**src/rtl/systolic_seq_ctrl.sv**
```systemverilog
// Sequencer for a ROWS x COLS systolic array: skewed operand feed, flush,
// row drain. Ports: clk_i/rst_i, start_i/k_len_i/mode_i/abort_i in; busy_o,
// done_o, mode_o, clr_o, feed_cnt_o, row_en_o, col_en_o, out_valid_o, out_row_o.
module systolic_seq_ctrl #(
  parameter int ROWS    = 4,
  parameter int COLS    = 4,
  parameter int K_WIDTH = 8,
  parameter int PE_LAT  = 2,
  localparam int RW     = (ROWS > 1) ? $clog2(ROWS) : 1
) (
  input  logic               clk_i,
  input  logic               rst_i,
  input  logic               start_i,
  input  logic [K_WIDTH-1:0] k_len_i,
  input  logic [1:0]         mode_i,
  input  logic               abort_i,
  output logic               busy_o,
  output logic               done_o,
  output logic [1:0]         mode_o,
  output logic               clr_o,
  output logic [K_WIDTH:0]   feed_cnt_o,
  output logic [ROWS-1:0]    row_en_o,
  output logic [COLS-1:0]    col_en_o,
  output logic               out_valid_o,
  output logic [RW-1:0]      out_row_o
);

  localparam int CW   = K_WIDTH + 1;
  localparam int MAXD = (ROWS > COLS) ? ROWS : COLS;

  typedef enum logic [2:0] {
    S_IDLE,
    S_FEED,
    S_FLUSH,
    S_DRAIN,
    S_DONE
  } state_t;

  state_t state_q, state_d;

  logic [CW-1:0]      cnt_q, cnt_d;
  logic [K_WIDTH-1:0] k_q, k_d;
  logic [1:0]         mode_q, mode_d;
  logic [CW-1:0]      last_feed;

  logic               busy_d, done_d, clr_d, ov_d;
  logic [CW-1:0]      fcnt_d, klen_d;
  logic [ROWS-1:0]    row_d;
  logic [COLS-1:0]    col_d;
  logic [RW-1:0]      orow_d;

  localparam logic [CW-1:0] FL_LAST = CW'(COLS + PE_LAT - 1);
  localparam logic [CW-1:0] DR_LAST = CW'(ROWS - 1);

  // Last feed index F-1 = K + MAXD - 2, done in the widened counter width.
  assign last_feed = {1'b0, k_q} + CW'(MAXD) - CW'(2);

  always_comb begin
    state_d = state_q;
    cnt_d   = cnt_q;
    k_d     = k_q;
    mode_d  = mode_q;
    unique case (state_q)
      S_IDLE: begin
        if (start_i && (k_len_i != '0)) begin
          state_d = S_FEED;
          cnt_d   = '0;
          k_d     = k_len_i;
          mode_d  = mode_i;
        end
      end
      S_FEED: begin
        if (cnt_q == last_feed) begin
          state_d = S_FLUSH;
          cnt_d   = '0;
        end else begin
          cnt_d = cnt_q + CW'(1);
        end
      end
      S_FLUSH: begin
        if (cnt_q == FL_LAST) begin
          state_d = S_DRAIN;
          cnt_d   = '0;
        end else begin
          cnt_d = cnt_q + CW'(1);
        end
      end
      S_DRAIN: begin
        if (cnt_q == DR_LAST) begin
          state_d = S_DONE;
          cnt_d   = '0;
        end else begin
          cnt_d = cnt_q + CW'(1);
        end
      end
      S_DONE: begin
        state_d = S_IDLE;
        cnt_d   = '0;
      end
      default: begin
        state_d = S_IDLE;
        cnt_d   = '0;
      end
    endcase
    if (abort_i && (state_q != S_IDLE)) begin
      state_d = S_IDLE;
      cnt_d   = '0;
    end
  end

  // Outputs are decoded from the next state so they can be registered
  // while still lining up with the cycle that state is in.
  always_comb begin
    klen_d = {1'b0, k_d};
    busy_d = (state_d != S_IDLE);
    done_d = (state_d == S_DONE);
    ov_d   = (state_d == S_DRAIN);
    clr_d  = (state_d == S_FEED) && (cnt_d == '0);
    fcnt_d = (state_d == S_FEED) ? cnt_d : '0;
    orow_d = (state_d == S_DRAIN) ? cnt_d[RW-1:0] : '0;
    row_d  = '0;
    col_d  = '0;
    for (int r = 0; r < ROWS; r++) begin
      row_d[r] = (state_d == S_FEED)
               && (cnt_d >= CW'(r))
               && (cnt_d < CW'(r) + klen_d);
    end
    for (int c = 0; c < COLS; c++) begin
      col_d[c] = (state_d == S_FEED)
               && (cnt_d >= CW'(c))
               && (cnt_d < CW'(c) + klen_d);
    end
  end

  always_ff @(posedge clk_i or posedge rst_i) begin
    if (rst_i) begin
      state_q     <= S_IDLE;
      cnt_q       <= '0;
      k_q         <= '0;
      mode_q      <= '0;
      busy_o      <= 1'b0;
      done_o      <= 1'b0;
      clr_o       <= 1'b0;
      feed_cnt_o  <= '0;
      row_en_o    <= '0;
      col_en_o    <= '0;
      out_valid_o <= 1'b0;
      out_row_o   <= '0;
    end else begin
      state_q     <= state_d;
      cnt_q       <= cnt_d;
      k_q         <= k_d;
      mode_q      <= mode_d;
      busy_o      <= busy_d;
      done_o      <= done_d;
      clr_o       <= clr_d;
      feed_cnt_o  <= fcnt_d;
      row_en_o    <= row_d;
      col_en_o    <= col_d;
      out_valid_o <= ov_d;
      out_row_o   <= orow_d;
    end
  end

  assign mode_o = mode_q;

endmodule

```
**config.mk**
```make
export PLATFORM = sky130hd
export DESIGN_NAME = systolic_seq_ctrl
export DESIGN_NICKNAME = d
export VERILOG_FILES = /design/src/rtl/systolic_seq_ctrl.sv
export SDC_FILE = /design/constraint.sdc
export NUM_CORES = 1
export LEC_CHECK = 0
export BUFFER_PORTS_ARGS = -buffer_cell sky130_fd_sc_hd__buf_2
export CORE_MARGIN = 3
export CORE_UTILIZATION = 40
export DETAILED_ROUTE_END_ITERATION = 10
export HOLD_SLACK_MARGIN = 0.03
export SYNTH_ARGS = -nofsm -noshare
export SYNTH_HDL_FRONTEND = slang
export SYNTH_SLANG_ARGS = --single-unit
```
**constraint.sdc**
```tcl
create_clock -name clk_i -period 4.6 [get_ports clk_i]
set_clock_uncertainty 0.1 [all_clocks]
set_input_delay 0.23 -clock clk_i [delete_from_list [all_inputs] [get_ports clk_i]]
set_output_delay 0.23 -clock clk_i [all_outputs]
set_load 0.05 [all_outputs]
```
; Yosys cells after proc, flatten, opt, wreduce, memory -nomap -nowiden
; Cells that the tools add are included.
[word_totals]
register_bits = 41
input_bits = 14
elab_cells = 67
[op_classes]
add_sub_neg = 6
magnitude_cmp = 8
eq_ne = 9
muxes = 16
reduce_logical = 17
[op_table]
columns = op, n
row1 = $mux 9, 6
row2 = $pmux 9 s4, 1
row3 = $lt 9x9->1, 3
row4 = $add 2x8->9 const A, 2
row5 = $ge 9x1->1 const B, 2
row6 = $ge 9x2->1 const B, 2
row7 = $mux 8, 2
row8 = $mux 3, 5
row9 = $pmux 3 s4, 1
row10 = $logic_and 1x1->1, 11
row11 = $add 1x8->9 const A, 1
row12 = $add 8x3->9 const B, 1
row13 = $add 9x1->9 const B, 1
row14 = $eq 3x2->1 const B, 3
row15 = $eq 9x2->1 const B, 1
row16 = $eq 9x3->1 const B, 1
row17 = $eq 9x9->1, 1
row18 = $logic_not 9->1, 1
row19 = $lt 9x8->1, 1
row20 = $sub 9x2->9 const B, 1
row21 = $reduce_bool 8->1, 1
row22 = $eq 3x1->1 const B, 2
row23 = $reduce_bool 3->1, 2
row24 = $eq 3x3->1 const B, 1
row25 = 3 further kinds, 3

; Depth between registers and ports, before layout
[logic_depth]
ltp_word = 9
depth_mapped = 19
mapped_depth_nobuf = 19

; Worst setup path before layout
; No wires, ideal clock.
[synth_timing]
kind = input-to-reg
from = in k_len_i[7]
to = reg col_en_o[1]
setup_ps = 88
t_arrival_ps = 4056
t_required_ps = 4412
slack_ps = 356
path_stages = 16
n_path_buf = 1
cell_sequence = or4_1 o211ai_1 buf_4 mux2i_1 inv_1 ha_1 xor2_1 ha_1 a21o_1 a21o_1 a21o_1 a21o_1 a21o_1 a21o_1 a2111o_1 a41oi_1
[synth_between]
elab_cells_between_ends = 16
cone_classes = add/sub: 1 / order compare: 2 / eq/ne: 1 / mux: 8 / reduce/logical: 4
[synth_lines]
columns = item, line_no
row1 = "start, declared", 14  ; input logic [K_WIDTH-1:0] k_len_i,
row2 = $reduce_bool 8->1, 65  ; if (start_i && (k_len_i != '0)) begin
row3 = $logic_and 1x1->1, 65
row4 = $mux 8, 65
row5 = $mux 8, 63  ; unique case (state_q)
row6 = net k_d[1], 42  ; logic [K_WIDTH-1:0] k_q, k_d;
row7 = $add 1x8->9, 131  ; && (cnt_d < CW'(c) + klen_d);
row8 = $lt 9x9->1, 131
row9 = $logic_and 1x1->1, 131
row10 = net col_d[1], 49  ; logic [COLS-1:0] col_d;
row11 = "end signal, assigned", 159  ; col_en_o <= col_d;
row12 = "end, declared", 23  ; output logic [COLS-1:0] col_en_o,
; The timed path passes the listed nets, and every way through them passes these cells.
; A chain may end at the register's enable or synchronous reset.

; Worst setup path in the final report
[layout_timing]
from = reg k_q[1]
to = reg col_en_o[2]
[layout_between]
elab_chain_len = 9
elab_cells_between_ends = 17
cone_classes = add/sub: 3 / order compare: 2 / eq/ne: 2 / mux: 8 / reduce/logical: 2
[layout_lines]
columns = item, line_no
row1 = "start, declared", 42
row2 = "start signal, assigned", 152  ; k_q <= k_d;
row3 = $add 8x3->9 (*), 56  ; assign last_feed = {1'b0, k_q} + CW'(MAXD) - CW'(2);
row4 = $sub 9x2->9 (*), 56
row5 = $eq 9x9->1 (*), 73  ; if (cnt_q == last_feed) begin
row6 = $mux 9 (*), 73
row7 = $pmux 9 s4 (*), 63
row8 = $mux 9 (*), 105  ; if (abort_i && (state_q != S_IDLE)) begin
row9 = net cnt_d[2], 41  ; logic [CW-1:0] cnt_q, cnt_d;
row10 = $ge 9x2->1, 130  ; && (cnt_d >= CW'(c))
row11 = $logic_and 1x1->1, 130
row12 = $logic_and 1x1->1 (*), 131
row13 = net col_d[2], 49
; The timed path passes the listed nets; every way through them passes the cells marked *.

==> flow_metrics.env <==
export IMPL_outcome="finished clean"
export IMPL_syn_inst=384
export IMPL_post_cts_resized=0
export IMPL_slew_violations=0
export IMPL_power_leakage_nw=2.05
export IMPL_antenna_left=0
export IMPL_antenna_found_initial=0
export IMPL_setup_tns_final_ps=0
export IMPL_die_x_um=98.4
export IMPL_cap_violations=0
export IMPL_cts_tree="yes"
export IMPL_io_buffers=38
export IMPL_synth_xor_area_share_pct=6.93
export IMPL_synth_fa_ha_area_share_pct=13.9
export IMPL_netlist_area_um2=3410
export IMPL_fp_dieArea_um2=9680
export IMPL_gp_congestion=0.879
export IMPL_wire_per_inst_um=17.3
export IMPL_total_power_mw=2.69
export IMPL_place_area_um2=3790
export IMPL_start_util_pct=41.3
export IMPL_cp_cell_sequence="ha_1 -> xnor2_1 -> nand3_1 -> a211oi_2 -> a21oi_1 -> nor2_1 -> nor2_1 -> o21ai_0 -> o21ai_0 -> buf_4 -> ha_1 -> a21o_1 -> a21o_1 -> a21o_1 -> a21o_1 -> a21o_1 -> a21o_1 -> a211o_1 -> a311oi_1"
export IMPL_worstPathArrival_ps=4380
export IMPL_yosys_area_share_simple_pct=20.9
export IMPL_overflow=0
export IMPL_regArea_um2=1030
export IMPL_rsz0062_at_grt="no"
export IMPL_synth_compound_area_share_pct=19.7
export IMPL_power_density_nw_per_um2=685
export IMPL_synthMuxAreaShare_pct=3.01
export IMPL_netlist_top_cells_area="dfrtp_1 (30%), ha_1 (14%), xnor2_1 (5.6%)"
export IMPL_grt_max_degree=42
export IMPL_yosys_top_cells_count="dfrtp_1 (41), ha_1 (38), nor2_1 (32), a21oi_1 (22), xnor2_1 (22)"
export IMPL_clockBufferDepth=2
export IMPL_critPathCaptureType="flip-flop"
export IMPL_drive_gt1_share_pct=18.5
export IMPL_clockRootBuffer="clkbuf_8"
export IMPL_fin_ws_ps=331
export IMPL_syn_to_final_growth_pct=15.2
export IMPL_grt_total_usage_pct=19.6
export IMPL_first_pass_iters=4
export IMPL_hold_viol=0
export IMPL_dr_total_vias=3091
export IMPL_synth_async_reset_ratio_pct=100
export IMPL_pre_cts_ws_ps=337
export IMPL_r2r_setup_slack_ps=330
export IMPL_num_rows=33
export IMPL_cpMostUsedCell="a21o_1"
export IMPL_grt_pass1_vias=3070
export IMPL_startpoint_type="flip-flop"
export IMPL_min_period_ps=4270
export IMPL_ir_drop_mv=0.195
export IMPL_worstMarginPinSlew_ps=795
export IMPL_relSlewSlack_pct=46.8
export IMPL_synth_seq_area_share_pct=30.1
export IMPL_yosys_warnings=0
export IMPL_io_pins=39
export IMPL_synth_cell_types=61
export IMPL_synth_top_cell_area_share_pct=30.1
export IMPL_final_util_pct=47.6
export IMPL_synth_top_area_cell="dfrtp_1"
export IMPL_h_tree_depth=2
export IMPL_synth_top_family_by_area="simple AND/OR/NAND/NOR gates"
export IMPL_grt_first_pass_wirelength_um=15200
export IMPL_fin_crit_sh_pct=92.8
export IMPL_synth_fp_nets=436
export IMPL_synth_ff_type="dfrtp_1"
export IMPL_cp_slowest_cell="dfrtp_1"
export IMPL_fillCellCount=810
export IMPL_hold_path_class="input port to flip-flop"
export IMPL_synth_enable_flop_cells=0
export IMPL_max_stage_delay_ps=450
export IMPL_fin_nets=484
export IMPL_critPathRequiredTime_ps=4710
export IMPL_worstSetupPathType="flip-flop to flip-flop"
export IMPL_die_h_um=98.4
export IMPL_first_iter_violations=162
export IMPL_cts_buffers_inserted=5
export IMPL_clock_sinks=41
export IMPL_yosysMostFrequentCell="dfrtp_1"
export IMPL_critPathMaxFanout=7
export IMPL_multiInputGateArea_um2=2200
export IMPL_drc=0
export IMPL_place_detailed_hpwl_um=7230
export IMPL_core_area_um2=8260
export IMPL_fin_area_um2=3930
export IMPL_wl_um=9300
export IMPL_finalSetupViolCount=0
export IMPL_synth_seq_cells=41
export IMPL_clk_latency_ps=310
export IMPL_syn_area_per_cell_um2=8.89
export IMPL_antenna_cells=0
export IMPL_timing_fmax_mhz=234
export IMPL_vias_per_cell=5.75
export IMPL_clkSlewWorstSetupHoldPaths_ps=90
worst max-delay path, delay by kind of cell, from the launching register on:
kind / cells / cell delay [ps]
fa+ha+maj: 2 / 660
buf+inv: 1 / 180
simple gates: 3 / 390
xor+xnor: 1 / 160
flops: 1 / 450
compound gates: 12 / 2240
area by class of cell:
type | count | area share [%]
clock buffer | 5 | 1.75
clock inverter | 3 | 1.75
inverter | 16 | 1.53
multi-input combinational | 305 | 55.9
sequential | 41 | 26.1
tap | 105 | 3.34
timing repair buffer | 63 | 9.67
where the power goes:
group          switching, mW  internal, mW
combinational           1.08         0.679
sequential             0.124         0.455
clock                  0.141         0.219
state kept, by name (all words and copies together), names as in the netlist:
name         count
busy_o           1
state_q          3
cnt_q            9
out_valid_o      1
out_row_o        2
clr_o            1
mode_o           2
k_q              8
done_o           1
feed_cnt_o       9
col_en_o         4
worst paths after layout:
path                       depth (start not counted)      start      endpoint
max                                               19     k_q[1]   col_en_o[2]
min                                                2  mode_i[0]     mode_o[0]
max reg2reg                                       19     k_q[1]   col_en_o[2]
min reg2reg                                        1  mode_o[0]     mode_o[0]
max in group asynchronous                          4      rst_i        k_q[7]
min in group asynchronous                          4      rst_i  out_row_o[1]
cells by family (layout without fill, tap and decap cells):
| logic type | count (synthesis) | count (layout) |
|---|---|---|
| buffers and inverters | 38 | 87 |
| muxes | 10 | 10 |
| adders and majority gates | 38 | 38 |
| AOI/OAI and AO/OA | 94 | 94 |
| xor gates and xnor gates | 27 | 27 |
| and+or+nand+nor | 136 | 136 |
| DFF | 41 | 41 |
stage by stage:
stage | cells | hold WS, ps
after global routing | 538 | 65.7
after floorplan | 384 | 280
final | 538 | 51.6
after CTS | 538 | 45.6
after detailed placement | 529 | 299
after global placement | 529 | 295
repair_timing:
| item | 4_1_cts | 5_1_grt |
|---|---|---|
| hold buffers | 1 | 0 |
| hold endpoints to repair | 41 | 0 |
| buffers inserted | 0 | 0 |
| setup endpoints to repair | 0 | 0 |
per-layer routing:
metal	routed length [µm]	vias up	global-route usage (%)	part of all wire (%)
met5	0	-	0	0
met1	4090	1497	24.3	44
met4	138	0	6.30	1.5
li1	-	1502	-	-
met3	464	10	3.14	5.0
met2	4610	82	34.6	50
cell usage in the layout, fill, tap and decap left out, types with 3 or more instances in the layout:
cell,instances
a21oi_1,22
and3_1,9
o21a_1,3
nor4_1,4
xnor2_1,22
nor2b_1,3
clkbuf_8,5
o211ai_1,3
nand4_1,9
and2_1,3
buf_4,24
o21ai_0,13
or3_1,3
ha_1,38
nor2_1,32
nor3_1,19
nand2_1,20
nand2b_1,7
xor2_1,5
dfrtp_1,41
a21o_1,21
mux2i_1,8
or4_1,4
buf_2,38
inv_1,16
nand3_1,14
No activity file was read; power rests on OpenSTA's default activity.
